## config.mk

```make
export PLATFORM = sky130hd
export DESIGN_NAME = mem_port_arbiter_flat
export DESIGN_NICKNAME = d
export VERILOG_FILES = /design/src/rtl/mem_port_arbiter_if.sv /design/src/rtl/mem_port_arbiter.sv /design/src/flat_wrapper.sv
export SDC_FILE = /design/constraint.sdc
export NUM_CORES = 1
export LEC_CHECK = 0
export CORE_UTILIZATION = 37
export DETAILED_ROUTE_END_ITERATION = 12
export GPL_TIMING_DRIVEN = 0
export PLACE_DENSITY = 0.83
export SYNTH_ARGS = -nofsm -noshare
export SYNTH_HDL_FRONTEND = slang
export SYNTH_SLANG_ARGS = --single-unit
```

## constraint.sdc

```tcl
create_clock -name clock -period 1.7 [get_ports clock]
set_clock_uncertainty 0.2 [all_clocks]
set_input_delay 0.34 -clock clock [delete_from_list [all_inputs] [get_ports clock]]
set_output_delay 0.34 -clock clock [all_outputs]
set_load 0.005 [all_outputs]
```

## src/rtl/mem_port_arbiter_if.sv

```systemverilog
// Handshake and memory-side bundle for mem_port_arbiter.
// slave: the arbiter. master: the requesters/memory side (testbench or CPU top).
interface mem_port_arbiter_if #(
  parameter int ADDR_W = 32,
  parameter int DATA_W = 32
);
  logic              cpu_req;
  logic              cpu_wr;
  logic [ADDR_W-1:0] cpu_addr;
  logic [DATA_W-1:0] cpu_wdata;
  logic              cpu_ack;
  logic [DATA_W-1:0] cpu_rdata;

  logic              ldr_req;
  logic              ldr_wr;
  logic [ADDR_W-1:0] ldr_addr;
  logic [DATA_W-1:0] ldr_wdata;
  logic              ldr_ack;
  logic [DATA_W-1:0] ldr_rdata;

  logic [ADDR_W-1:0] mem_addr;
  logic              mem_wr;
  logic [DATA_W-1:0] mem_din;
  logic [DATA_W-1:0] mem_dout;

  modport slave (
    input  cpu_req, cpu_wr, cpu_addr, cpu_wdata,
    output cpu_ack, cpu_rdata,
    input  ldr_req, ldr_wr, ldr_addr, ldr_wdata,
    output ldr_ack, ldr_rdata,
    output mem_addr, mem_wr, mem_din,
    input  mem_dout
  );

  modport master (
    output cpu_req, cpu_wr, cpu_addr, cpu_wdata,
    input  cpu_ack, cpu_rdata,
    output ldr_req, ldr_wr, ldr_addr, ldr_wdata,
    input  ldr_ack, ldr_rdata,
    input  mem_addr, mem_wr, mem_din,
    output mem_dout
  );
endinterface

```

## src/rtl/mem_port_arbiter.sv

```systemverilog
// mem_port_arbiter: shares single-port Memoria between the CPU path and the
// loader/debug port. Serialises accesses, sequences the fixed read latency
// MEM_LAT, returns registered rdata plus a one-cycle ack to the granted side.
// Optional feature macro: MEM_ARB_RR_EN (round-robin on ties; default is
// fixed priority with cpu winning).
module mem_port_arbiter #(
  parameter int ADDR_W  = 32,
  parameter int DATA_W  = 32,
  parameter int MEM_LAT = 2
) (
  input  logic                clock,
  input  logic                reset,
  mem_port_arbiter_if.slave   bus,
  output logic                busy
);

  localparam int CNT_W = (MEM_LAT > 1) ? $clog2(MEM_LAT) : 1;
  localparam logic [CNT_W-1:0] CNT_LAST = CNT_W'(MEM_LAT - 1);

  typedef enum logic [1:0] {IDLE, ACCESS, RESP} state_t;
  typedef enum logic {GNT_CPU, GNT_LDR} gnt_t;

  state_t            state_q, state_d;
  logic [CNT_W-1:0]  cnt_q, cnt_d;
  gnt_t              gnt_q, gnt_d;
  logic [ADDR_W-1:0] addr_q, addr_d;
  logic              wr_q, wr_d;
  logic [DATA_W-1:0] wdata_q, wdata_d;
  logic              cpu_ack_q, cpu_ack_d;
  logic              ldr_ack_q, ldr_ack_d;
  logic [DATA_W-1:0] cpu_rdata_q, cpu_rdata_d;
  logic [DATA_W-1:0] ldr_rdata_q, ldr_rdata_d;
  logic              pick_ldr;

`ifdef MEM_ARB_RR_EN
  gnt_t              last_gnt_q, last_gnt_d;
`endif

  // Arbitration decision among requests currently present.
  always_comb begin
`ifdef MEM_ARB_RR_EN
    pick_ldr = bus.ldr_req && (!bus.cpu_req || (last_gnt_q == GNT_CPU));
`else
    pick_ldr = bus.ldr_req && !bus.cpu_req;
`endif
  end

  // Next-state logic: grant in IDLE, count latency in ACCESS, ack in RESP.
  always_comb begin
    state_d     = state_q;
    cnt_d       = cnt_q;
    gnt_d       = gnt_q;
    addr_d      = addr_q;
    wr_d        = wr_q;
    wdata_d     = wdata_q;
    cpu_ack_d   = 1'b0;
    ldr_ack_d   = 1'b0;
    cpu_rdata_d = cpu_rdata_q;
    ldr_rdata_d = ldr_rdata_q;
`ifdef MEM_ARB_RR_EN
    last_gnt_d  = last_gnt_q;
`endif
    unique case (state_q)
      IDLE: begin
        if (bus.cpu_req || bus.ldr_req) begin
          state_d = ACCESS;
          cnt_d   = '0;
          if (pick_ldr) begin
            gnt_d   = GNT_LDR;
            addr_d  = bus.ldr_addr;
            wr_d    = bus.ldr_wr;
            wdata_d = bus.ldr_wdata;
          end else begin
            gnt_d   = GNT_CPU;
            addr_d  = bus.cpu_addr;
            wr_d    = bus.cpu_wr;
            wdata_d = bus.cpu_wdata;
          end
`ifdef MEM_ARB_RR_EN
          last_gnt_d = gnt_d;
`endif
        end
      end
      ACCESS: begin
        cnt_d = cnt_q + CNT_W'(1);
        if (cnt_q == CNT_LAST) begin
          state_d = RESP;
          // Ack is raised here so it is registered and visible in RESP.
          if (gnt_q == GNT_CPU) begin
            cpu_ack_d = 1'b1;
            if (!wr_q) cpu_rdata_d = bus.mem_dout;
          end else begin
            ldr_ack_d = 1'b1;
            if (!wr_q) ldr_rdata_d = bus.mem_dout;
          end
        end
      end
      RESP: begin
        state_d = IDLE;
      end
      default: begin
        state_d = IDLE;
      end
    endcase
  end

  // State and datapath registers with asynchronous active-low reset.
  always_ff @(posedge clock or negedge reset) begin
    if (!reset) begin
      state_q     <= IDLE;
      cnt_q       <= '0;
      gnt_q       <= GNT_CPU;
      addr_q      <= '0;
      wr_q        <= 1'b0;
      wdata_q     <= '0;
      cpu_ack_q   <= 1'b0;
      ldr_ack_q   <= 1'b0;
      cpu_rdata_q <= '0;
      ldr_rdata_q <= '0;
    end else begin
      state_q     <= state_d;
      cnt_q       <= cnt_d;
      gnt_q       <= gnt_d;
      addr_q      <= addr_d;
      wr_q        <= wr_d;
      wdata_q     <= wdata_d;
      cpu_ack_q   <= cpu_ack_d;
      ldr_ack_q   <= ldr_ack_d;
      cpu_rdata_q <= cpu_rdata_d;
      ldr_rdata_q <= ldr_rdata_d;
    end
  end

`ifdef MEM_ARB_RR_EN
  // Last granted requester; reset to LDR so the first tie goes to cpu.
  always_ff @(posedge clock or negedge reset) begin
    if (!reset) last_gnt_q <= GNT_LDR;
    else        last_gnt_q <= last_gnt_d;
  end
`endif

  // Memory drive from latched copies; write strobe only in first ACCESS cycle.
  always_comb begin
    bus.mem_addr  = addr_q;
    bus.mem_din   = wdata_q;
    bus.mem_wr    = (state_q == ACCESS) && (cnt_q == '0) && wr_q;
    bus.cpu_ack   = cpu_ack_q;
    bus.cpu_rdata = cpu_rdata_q;
    bus.ldr_ack   = ldr_ack_q;
    bus.ldr_rdata = ldr_rdata_q;
    busy          = (state_q != IDLE);
  end

endmodule

```

## src/flat_wrapper.sv

```systemverilog
// flat-port wrapper written by rule: the top's interface ports become plain ports
module mem_port_arbiter_flat 
#(
  parameter int ADDR_W  = 32,
  parameter int DATA_W  = 32,
  parameter int MEM_LAT = 2
)
  (clock, reset, busy, bus_cpu_req, bus_cpu_wr, bus_cpu_addr, bus_cpu_wdata, bus_cpu_ack, bus_cpu_rdata, bus_ldr_req, bus_ldr_wr, bus_ldr_addr, bus_ldr_wdata, bus_ldr_ack, bus_ldr_rdata, bus_mem_addr, bus_mem_wr, bus_mem_din, bus_mem_dout);
  mem_port_arbiter_if #(.ADDR_W(ADDR_W), .DATA_W(DATA_W)) bus_i ();
  input  logic clock;
  input  logic reset;
  output logic busy;
  input wire logic [$bits(bus_i.cpu_req)-1:0] bus_cpu_req;
  input wire logic [$bits(bus_i.cpu_wr)-1:0] bus_cpu_wr;
  input wire logic [$bits(bus_i.cpu_addr)-1:0] bus_cpu_addr;
  input wire logic [$bits(bus_i.cpu_wdata)-1:0] bus_cpu_wdata;
  output wire logic [$bits(bus_i.cpu_ack)-1:0] bus_cpu_ack;
  output wire logic [$bits(bus_i.cpu_rdata)-1:0] bus_cpu_rdata;
  input wire logic [$bits(bus_i.ldr_req)-1:0] bus_ldr_req;
  input wire logic [$bits(bus_i.ldr_wr)-1:0] bus_ldr_wr;
  input wire logic [$bits(bus_i.ldr_addr)-1:0] bus_ldr_addr;
  input wire logic [$bits(bus_i.ldr_wdata)-1:0] bus_ldr_wdata;
  output wire logic [$bits(bus_i.ldr_ack)-1:0] bus_ldr_ack;
  output wire logic [$bits(bus_i.ldr_rdata)-1:0] bus_ldr_rdata;
  output wire logic [$bits(bus_i.mem_addr)-1:0] bus_mem_addr;
  output wire logic [$bits(bus_i.mem_wr)-1:0] bus_mem_wr;
  output wire logic [$bits(bus_i.mem_din)-1:0] bus_mem_din;
  input wire logic [$bits(bus_i.mem_dout)-1:0] bus_mem_dout;
  assign bus_i.cpu_req = bus_cpu_req;
  assign bus_i.cpu_wr = bus_cpu_wr;
  assign bus_i.cpu_addr = bus_cpu_addr;
  assign bus_i.cpu_wdata = bus_cpu_wdata;
  assign bus_cpu_ack = bus_i.cpu_ack;
  assign bus_cpu_rdata = bus_i.cpu_rdata;
  assign bus_i.ldr_req = bus_ldr_req;
  assign bus_i.ldr_wr = bus_ldr_wr;
  assign bus_i.ldr_addr = bus_ldr_addr;
  assign bus_i.ldr_wdata = bus_ldr_wdata;
  assign bus_ldr_ack = bus_i.ldr_ack;
  assign bus_ldr_rdata = bus_i.ldr_rdata;
  assign bus_mem_addr = bus_i.mem_addr;
  assign bus_mem_wr = bus_i.mem_wr;
  assign bus_mem_din = bus_i.mem_din;
  assign bus_i.mem_dout = bus_mem_dout;
  mem_port_arbiter #(.ADDR_W(ADDR_W), .DATA_W(DATA_W), .MEM_LAT(MEM_LAT)) u_core (.clock(clock), .reset(reset), .bus(bus_i), .busy(busy));
endmodule
```

After elaboration in Yosys (flattened, before gate mapping)
Cells that the tools add are included.

Word-level logic and storage cells: 45. Input port bits: 166. Output and inout port bits: 132. Register bits: 135.

Add/subtract/negate cells: 1. Equal/unequal tests: 3. Bitwise operators: 3. Muxes and demuxes: 15. Reductions and logical operators: 13.

Operators with widths (count): $mux W32 (2); $mux W1 (9); $reduce_and A4 Y1 (2); $reduce_and A2 Y1 (3); $mux W2 (2); $ne A2 B1 Y1 const B (2); $pmux W2 S2 (1); $reduce_bool A2 Y1 (2); $logic_and A1 B1 Y1 (3); $not A1 Y1 (3); $eq A2 B1 Y1 const B (1); $logic_not A2 Y1 (1); $pmux W1 S2 (1); $add A1 B1 Y1 const B (1); $logic_not A1 Y1 (1); $logic_or A1 B1 Y1 (1).

Longest topological paths before layout
Gate-level depths: netlist of the first run.

Depth in word-level cells: 3. Depth in mapped cells: 5. Depth with buffers taken out: 3.

Worst setup path after synthesis of the first run
OpenSTA, ideal clock, no wires.

Path kind: reg2reg. Start point: reg u_core.state_q[0]. End point: reg u_core.wdata_q[10], in the netlist u_core.bus.mem_din[10]. Period minus slack after synthesis: 1.696 ns. Library setup time: 0.125 ns. Data required time: 1.375 ns. Buffers on the path: 2. Cell stages (with the launch flop): 6. Arrival: 1.372 ns. Path slack: 0.004 ns. Path through: dfrtp_1 nor2_2 o21a_1 buf_4 buf_4 mux2_2.

Word-level cells in the longest chain between the ends: 2.

RTL lines: start, declared (RTL line mem_port_arbiter.sv:23) `state_t state_q, state_d;`; start signal, assigned (RTL line mem_port_arbiter.sv:121) `state_q <= state_d;`; $logic_not A2 Y1 (RTL line mem_port_arbiter.sv:63) `unique case (state_q)`; $reduce_and A2 Y1 (no line); end signal, assigned (RTL line mem_port_arbiter.sv:126) `wdata_q <= wdata_d;`; end, declared (RTL line mem_port_arbiter.sv:28) `logic [DATA_W-1:0] wdata_q, wdata_d;`.

No other way between the ends. A chain may end at the register's enable or synchronous reset.

Final worst setup path of the first run
Start point: reg u_core.state_q[1]. End point: reg u_core.ldr_rdata_q[1], in the netlist u_core.bus.ldr_rdata[1].

Word-level cells in the longest chain between the ends: 2.

RTL lines: $eq A2 B1 Y1 (RTL line mem_port_arbiter.sv:63); $reduce_and A4 Y1 (no line); end signal, assigned (RTL line mem_port_arbiter.sv:130) `ldr_rdata_q <= ldr_rdata_d;`; end, declared (RTL line mem_port_arbiter.sv:32) `logic [DATA_W-1:0] ldr_rdata_q, ldr_rdata_d;`.

No other way between the ends.

==> results of run 1 <==
sequential cells by signal (all words and copies together) (netlist names):
signal                cells
u_core.bus.cpu_rdata     32
u_core.bus.ldr_rdata     32
u_core.bus.mem_addr      32
u_core.bus.mem_din       32
u_core.state_q            2
u_core.bus.cpu_ack        1
u_core.bus.ldr_ack        1
u_core.cnt_q              1
u_core.gnt_q              1
u_core.wr_q               1
synthesized netlist by cell type, types with 2 or more instances:
library cell and instances:
dfrtp_1 135, mux2_2 131, mux2_4 49, mux2_1 12, buf_2 7, buf_4 7, buf_6 6, inv_1 3
nand2b_1 3, a21oi_1 2, mux2i_1 2, nor2_1 2
power breakdown:
| part | leakage (uW) | switching (uW) | internal [uW] |
|---|---|---|---|
| registers | 0.00160 | 959 | 4870 |
| logic | 0.00337 | 2850 | 5850 |
| clock network | 0.000284 | 1420 | 2160 |
metrics by stage:
| step | std cells | setup WS (ns) | utilization (%) |
|---|---|---|---|
| after CTS | 950 | -0.230 | 67.8 |
| after detailed placement | 883 | -0.622 | 58.5 |
| after global placement | 882 | -4.97 | 58.3 |
| final | 957 | -0.235 | 68.8 |
| after global routing | 957 | -0.310 | 68.8 |
| after floorplan | 369 | 0.00354 | - |
final cells by class:
class / count / area share (%)
clock inverter: 14 / 1.36
inverter: 3 / 0.103
clock buffer: 17 / 3.90
tap: 216 / 2.47
sequential: 135 / 30.9
multi-input combinational: 211 / 26.5
buffer: 18 / 2.57
timing repair buffer: 343 / 32.2
worst paths after layout:
check	cells after the start	to	slack, ns	startpoint
setup / recovery	7	u_core.bus.ldr_rdata[1]	-0.23	u_core.state_q[1]
hold reg to reg	1	u_core.bus.mem_addr[1]	0.30	u_core.bus.mem_addr[1]
setup reg to reg	7	u_core.bus.ldr_rdata[1]	-0.23	u_core.state_q[1]
max in group asynchronous	3	u_core.bus.mem_addr[9]	0.28	reset
min in group asynchronous	2	u_core.bus.cpu_rdata[23]	0.22	reset
hold / removal	2	u_core.gnt_q	0.12	bus_cpu_req
critical path, cell delays in order, from the launching register on:
cell and delay (ns):
dfrtp_1 0.42, and2b_1 0.24, buf_4 0.12, nand4_1 0.10, buf_6 0.17, buf_12 0.13, buf_8 0.13, mux2_4 0.30
layer usage:
metal  vias up  part of all wire, %
met5         -                    0
met3        36                  6.0
met1      2236                   39
li1       2051                    -
met4         0                  2.9
met2       192                   52
cell families (layout without fill, tap and decap cells):
group,after synthesis,after routing
buffers and inverters,23,395
AOI/OAI and AO/OA,5,5
muxes,194,194
DFF,135,135
and+or+nand+nor,12,12
what timing repair did:
| action | in CTS | in global routing |
|---|---|---|
| setup endpoints to repair | 260 | 130 |
| setup buffers | 27 | 7 |
| cloned | 8 | 5 |
| hold endpoints to repair | 43 | 0 |
| pin swaps | 2 | 2 |
| resized for setup | 306 | 14 |
| hold buffers | 1 | 0 |
==> results.yml, run 1 <==
global_routing:
  gr-usage-all-layers_pct: 22.6
  grt_util_met1_pct: 24.9
  grt_pass1_vias: 5170
  grt_util_met2_pct: 40.7
  grt_use_met3_pct: 5.66
  grt_max_degree: 93
  grt.overflow.total: 0
  antenna_found_initial: 0
  grt_pass1_wl_um: 28100
  busiest_layer: "met2"
worst_setup_path:
  crit_path_end_kind: "flip-flop"
  cp_max_fo: 6
  startpoint_type: "flip-flop"
  crit_type: "flip-flop to flip-flop"
  required_ns: 1.80
  critPathArrivalTime_ns: 2.03
synthesis:
  yosysWarnings: 0
  synth.top_cell.area_share_pct: 56.2
  yosys_register_bits: 135
  synthFlopType: "dfrtp_1"
  synthSimpleGateAreaFrac_pct: 1.23
  synthDistinctLibCells: 22
  synth.area.top_cells: "dfrtp_1 (56%), mux2_2 (25%), mux2_4 (12%)"
  yosysTopAreaCell: "dfrtp_1"
  ys_seq_area_share_pct: 56.2
  async_flop_share_pct: 100
  synthXorXnorAreaFrac_pct: 0
  synth_edf_count: 0
  synth_top_family_by_area: "multiplexers"
  synth_compound_area_share_pct: 0.499
  netlist_instances: 369
  avgSynthCellArea_um2: 16.3
  synthMuxAreaShare_pct: 39.3
  yosys.area_share.adder_pct: 0
  synth_nets: 535
  syn_area_um2: 6010
timing:
  fin_crit_sh_pct: 114
  finalHoldViolations: 0
  max_slew_margin_pct: 69.0
  rsz0062_at_grt: "true"
  timing.hold.ws_ns: 0.118
  worst_pin_slew_ns: 0.465
  fin_ws_ns: -0.235
  fmax_mhz: 517
  setup_violations: 128
  period_needed_ns: 1.93
  final_max_slew_viol_count: 0
  setup_tns_ns: -13.64
final_layout:
  diodes: 0
  nets: 895
  regArea_um2: 3380
  stdcell_area_um2: 10900
  mostFrequentLayoutCells: "clkdlybuf4s50_1 (162), mux2_4 (154), dfrtp_1 (135)"
  fill_cells: 1125
  multi_input_area_um2: 2890
  final_common_cell: "clkdlybuf4s50_1"
  layout-drive-gt1-share_pct: 39.7
  area_growth_pct: 81.6
clock_tree:
  clockBufferDepth: 2
  clock_latency_ns: 0.41
  clock-sinks: 135
  clkTransAtPathRegs_ns: 0.06
  clockRootBuffer: "clkbuf_16"
  cts_tree: "built"
  cts_buffers: 17
  htreeDepth: 4
placement:
  port-buffer-count: 297
  hpwlAfterDp_um: 12700
  dpl-instance-area_um2: 9290
  gp_congestion: 0.790
routing:
  drt_iter0_markers: 116
  drtPass1Iterations: 4
  wl_per_cell_um: 19.9
  viasPerCell: 4.72
  vias: 4515
  remaining_drc_errors: 0
  ant_nets: 0
  routed_wl_um: 19000
outcome:
  status: "finished, violations left"
  violations: "setup timing"
power:
  finalPower_uw: 18100
  p_leak_uw: 0.00525
  vdd_drop_max_uv: 730
  power.density_nw_per_um2: 1660
job:
  cap_viol_max_count: 0
floorplan:
  dieWidth_um: 129
  pin_count: 298
  num_rows: 46
  coreArea_um2: 15900
  die_y_um: 129
  initial_core_util_pct: 37.9
  die_area_um2: 16800
min_path:
  hp-class: "input port to flip-flop"
Note: power is estimated with default switching activity, not from simulation.
==> run 2: changes to the inputs <==
Settings changed: SKIP_CTS_REPAIR_TIMING set to 1.
==> run 2 against run 1 <==
The flow still finishes with violations (setup timing). Combinational power is 0.6% lower. First-iteration DRC count fell by 5.2%. Global-route usage is 3.0 points lower. Non-clock buffer count rose by 2. Worst setup slack improved by 0.025 ns. Clock power barely moved. Count of clock-buffer cells in the layout unchanged. Largest cell class unchanged.
==> results.yml, run 2 (synthesis gave the netlist of run 1 again) <==
min_path:
  hp-class: "input port to flip-flop"
timing:
  setup_violations: 131
  final_max_slew_viol_count: 0
  fmax_mhz: 524
  fin_crit_sh_pct: 112
  fin_ws_ns: -0.210
  max_slew_margin_pct: 68.2
  period_needed_ns: 1.91
  timing.hold.ws_ns: 0.194
  finalHoldViolations: 0
  rsz0062_at_grt: "true"
  worst_pin_slew_ns: 0.477
  setup_tns_ns: -15.33
final_layout:
  diodes: 0
  layout-drive-gt1-share_pct: 39.6
  regArea_um2: 3380
  final_common_cell: "clkdlybuf4s50_1"
  multi_input_area_um2: 2730
  final_util_pct: 70.4
  area_growth_pct: 85.9
  layout.cells.non_filler: 959
  nets: 897
  mostFrequentLayoutCells: "clkdlybuf4s50_1 (162), dfrtp_1 (135), dlymetal6s2s_1 (132)"
  fill_cells: 1049
global_routing:
  grt_pass1_wl_um: 24600
  gr-usage-all-layers_pct: 19.6
  grt_max_degree: 93
  antenna_found_initial: 0
  grt_pass1_vias: 4864
  grt.overflow.total: 0
power:
  power.clock.fraction_pct: 19.9
  pwr-share-comb_pct: 48.0
  vdd_drop_max_uv: 760
  finalPower_uw: 18000
  p_leak_uw: 0.00610
  power.density_nw_per_um2: 1610
  pwr-share-seq_pct: 32.1
  p_int_uw: 13000
  switching_share_pct: 28.0
  p_switching_uw: 5040
placement:
  dp.cells: 883
  gp_congestion: 0.790
  hpwlAfterDp_um: 12700
  port-buffer-count: 297
routing:
  routed_wl_um: 19000
  vias: 4523
  remaining_drc_errors: 0
  drtPass1Iterations: 4
  viasPerCell: 4.72
  wl_per_cell_um: 19.8
  ant_nets: 0
  drt_iter0_markers: 110
worst_setup_path:
  crit_path_end_kind: "output port"
  r2r_end: "u_core.bus.ldr_rdata[9]"
  startpoint_type: "flip-flop"
  rrSetupSlack_ns: -0.20
  crit_type: "flip-flop to output port"
  critPathArrivalTime_ns: 1.37
  crit_path_end: "bus_mem_wr"
  cp_max_fo: 3
  required_ns: 1.16
  reg2reg_depth: 5
  r2r-start: "u_core.state_q[1]"
  crit_path_start: "u_core.state_q[1]"
job:
  cap_viol_max_count: 0
clock_tree:
  cts_buffers: 17
  clkTransAtPathRegs_ns: 0.06
  clockBufferDepth: 2
  clockRootBuffer: "clkbuf_16"
  htreeDepth: 4
  clock-sinks: 135
  cts_tree: "built"
  clock_latency_ns: 0.41
floorplan:
  die_area_um2: 16800
  initial_core_util_pct: 37.9
  pin_count: 298
  num_rows: 46
  dieWidth_um: 129
  coreArea_um2: 15900
  die_y_um: 129
outcome:
  status: "finished, violations left"
  violations: "setup timing"
## run 2: how the worst min path moves through the flow
stage                     depth (start not counted)                  endpoint                      from  slack [ns]
final                                             3              u_core.gnt_q               bus_ldr_req        0.19
after global routing                              3              u_core.gnt_q               bus_ldr_req        0.20
after CTS                                         1  u_core.bus.cpu_rdata[23]                     reset       -0.36
after detailed placement                          1  u_core.bus.cpu_rdata[23]                     reset        0.09
after global placement                            1  u_core.bus.cpu_rdata[12]  u_core.bus.cpu_rdata[12]        0.27
after floorplan                                   0        u_core.bus.cpu_ack                     reset       -0.16
## run 2: power by group through the flow
stage	Sequential, uW	Clock [uW]	Combinational (uW)
after detailed placement	5820	0	7170
after global routing	5980	3770	9160
after CTS	5780	3650	7210
after global placement	5690	0	6970
final	5790	3590	8650
after floorplan	5830	0	2660
## run 2: metal layers
metal  up-vias  part of all wire [%]  GRT usage [%]
li1       2047                     -              -
met1      2254                    37           19.5
met2       186                    54           37.2
met3        36                   6.0           5.45
met4         0                   2.7           9.99
met5         -                     0              0
## run 2: stage by stage
stage                     setup WS [ns]  cell area, um2
after CTS                        -0.649            9860
after detailed placement         -0.622            9290
after global routing             -0.278           11200
after global placement            -4.97            9260
final                            -0.210           11200
after floorplan                 0.00354            6010
## run 2: critical path, cell delays in order (launching register included)
cell and delay (ns):
dfrtp_1 0.40, and2b_1 0.24, nand2b_1 0.08, nor2_1 0.09, buf_2 0.15
## run 2: layout make-up
type	count	area share, %
Timing Repair Buffer	343	34.9
Sequential cell	135	30.2
Multi-Input combinational cell	211	24.4
Clock buffer	17	3.81
Buffer	20	2.80
Tap cell	216	2.42
Clock inverter	14	1.33
Inverter	3	0.101
==> run 3: changes to the inputs <==
Settings changed: SETUP_SLACK_MARGIN set to 0.15.
==> run 3 against run 2 <==
The flow finishes with violations (hold timing, setup timing). Via count increased by 0.84%. Register-to-register slack about the same. First-iteration DRC count increased by 5.5%. Die area unchanged. Fmax decreased by 0.43%. Sequential share of layout area decreased by 0.65 points. Final cell count decreased by 0.10%. Hold slack got worse by 0.51 ns. Combinational power increased by 11%. Flip-flop and latch count unchanged. Worst setup slack got worse by 0.0083 ns. Critical endpoint unchanged. Design area increased by 2.2%.
==> results.yml, run 3 (synthesis gave the netlist of run 1 again) <==
outcome:
  status: "finished, violations left"
  violations: "hold timing, setup timing"
clock_tree:
  htreeDepth: 4
  clock-sinks: 135
  clockRootBuffer: "clkbuf_16"
  clock_latency_ns: 0.41
  cts_buffers: 17
  clkTransAtPathRegs_ns: 0.06
  clockBufferDepth: 2
  cts_tree: "built"
worst_setup_path:
  startpoint_type: "flip-flop"
  required_ns: 1.16
  r2r-start: "u_core.state_q[1]"
  cp_max_fo: 4
  crit_path_end_kind: "output port"
  crit_type: "flip-flop to output port"
  r2r_end: "u_core.bus.cpu_rdata[0]"
  critPathArrivalTime_ns: 1.38
  reg2reg_depth: 5
  rrSetupSlack_ns: -0.20
placement:
  gp_congestion: 0.753
  port-buffer-count: 297
  hpwlAfterDp_um: 12300
  pre_cts_ws_ns: -0.572
  dpl-instance-area_um2: 9400
timing:
  fin_crit_sh_pct: 113
  fin_ws_ns: -0.218
  finalHoldViolations: 60
  rsz0062_at_grt: "true"
  fmax_mhz: 521
  final_max_slew_viol_count: 0
  timing.hold.ws_ns: -0.311
  period_needed_ns: 1.92
  worst_pin_slew_ns: 0.578
  setup_violations: 130
  max_slew_margin_pct: 61.5
global_routing:
  grt.overflow.total: 0
  gr-usage-all-layers_pct: 19.4
  grt_pass1_wl_um: 24400
  grt_max_degree: 76
  antenna_found_initial: 2
  grt_pass1_vias: 4682
floorplan:
  die_y_um: 129
  die_area_um2: 16800
  num_rows: 46
  pin_count: 298
  coreArea_um2: 15900
  dieWidth_um: 129
  initial_core_util_pct: 37.9
final_layout:
  final_common_cell: "mux2_4"
  mostFrequentLayoutCells: "mux2_4 (177), clkdlybuf4s50_1 (162), dfrtp_1 (134)"
  area_growth_pct: 90.0
  layout-drive-gt1-share_pct: 40.5
  stdcell_area_um2: 11400
  nets: 893
power:
  p_switching_uw: 5380
  power.density_nw_per_um2: 1660
  vdd_drop_max_uv: 702
  pwr-share-seq_pct: 30.8
  finalPower_uw: 19000
  power.clock.fraction_pct: 18.8
  switching_share_pct: 28.3
  p_int_uw: 13600
  p_leak_uw: 0.00634
  pwr-share-comb_pct: 50.5
routing:
  drtPass1Iterations: 4
  vias: 4561
  drt_iter0_markers: 116
  wl_per_cell_um: 20.2
  ant_nets: 0
  viasPerCell: 4.76
  remaining_drc_errors: 0
  routed_wl_um: 19300
job:
  cap_viol_max_count: 0
min_path:
  hp-class: "input port to asynchronous set/reset pin"
==> run 3: per-layer routing <==
metal / track usage (%) / wire [um]
met3: 5.45 / 1170
met5: 0 / 0
met1: 20.9 / 7430
met2: 35.4 / 10100
met4: 8.89 / 561
==> run 3: critical path, cell delays in order, from the launching register on <==
cell and delay [ns]:
dfrtp_1 0.43, and2b_1 0.25, nand2b_1 0.08, nor2_1 0.08, buf_2 0.14
==> run 3: final cells by class <==
cell class                 instances  area, um2
buffer                            20        348
fill                            1038       4460
timing repair buffer             339       3860
multi-input combinational        211       2980
clock buffer                      18        439
inverter                           3       11.3
clock inverter                    14        143
sequential                       135       3380
tap                              216        270
antenna                            2       5.00
==> run 3: worst max path at each step <==
stage	to	slack, ns	cells after the start	startpoint
4_1_cts	bus_mem_wr	-0.64	4	u_core.state_q[1]
3_5_place_dp	u_core.bus.mem_din[28]	-0.57	6	bus_cpu_req
5_1_grt	bus_mem_wr	-0.29	4	u_core.state_q[1]
6_report	bus_mem_wr	-0.22	4	u_core.state_q[1]
3_3_place_gp	u_core.bus.mem_addr[26]	-5.02	1	reset
2_1_floorplan	u_core.bus.cpu_rdata[15]	0.03	4	u_core.state_q[1]
==> run 3: power groups by stage <==
stage / Sequential (uW) / Combinational (uW) / Clock [uW]
CTS: 5770 / 7410 / 3650
floorplan: 5840 / 2860 / 0
detailed placement: 5810 / 7370 / 0
finish: 5850 / 9590 / 3570
global route: 6030 / 10100 / 3820
global placement: 5700 / 7180 / 0
==> run 3: per-stage QoR <==
stage,setup TNS [ns],std cells,utilization [%]
detailed placement,-42.45,883,59.2
CTS,-39.94,915,62.8
floorplan,0,369,-
global placement,-714.81,882,59.0
global route,-21.49,958,72.0
finish,-14.62,958,72.0
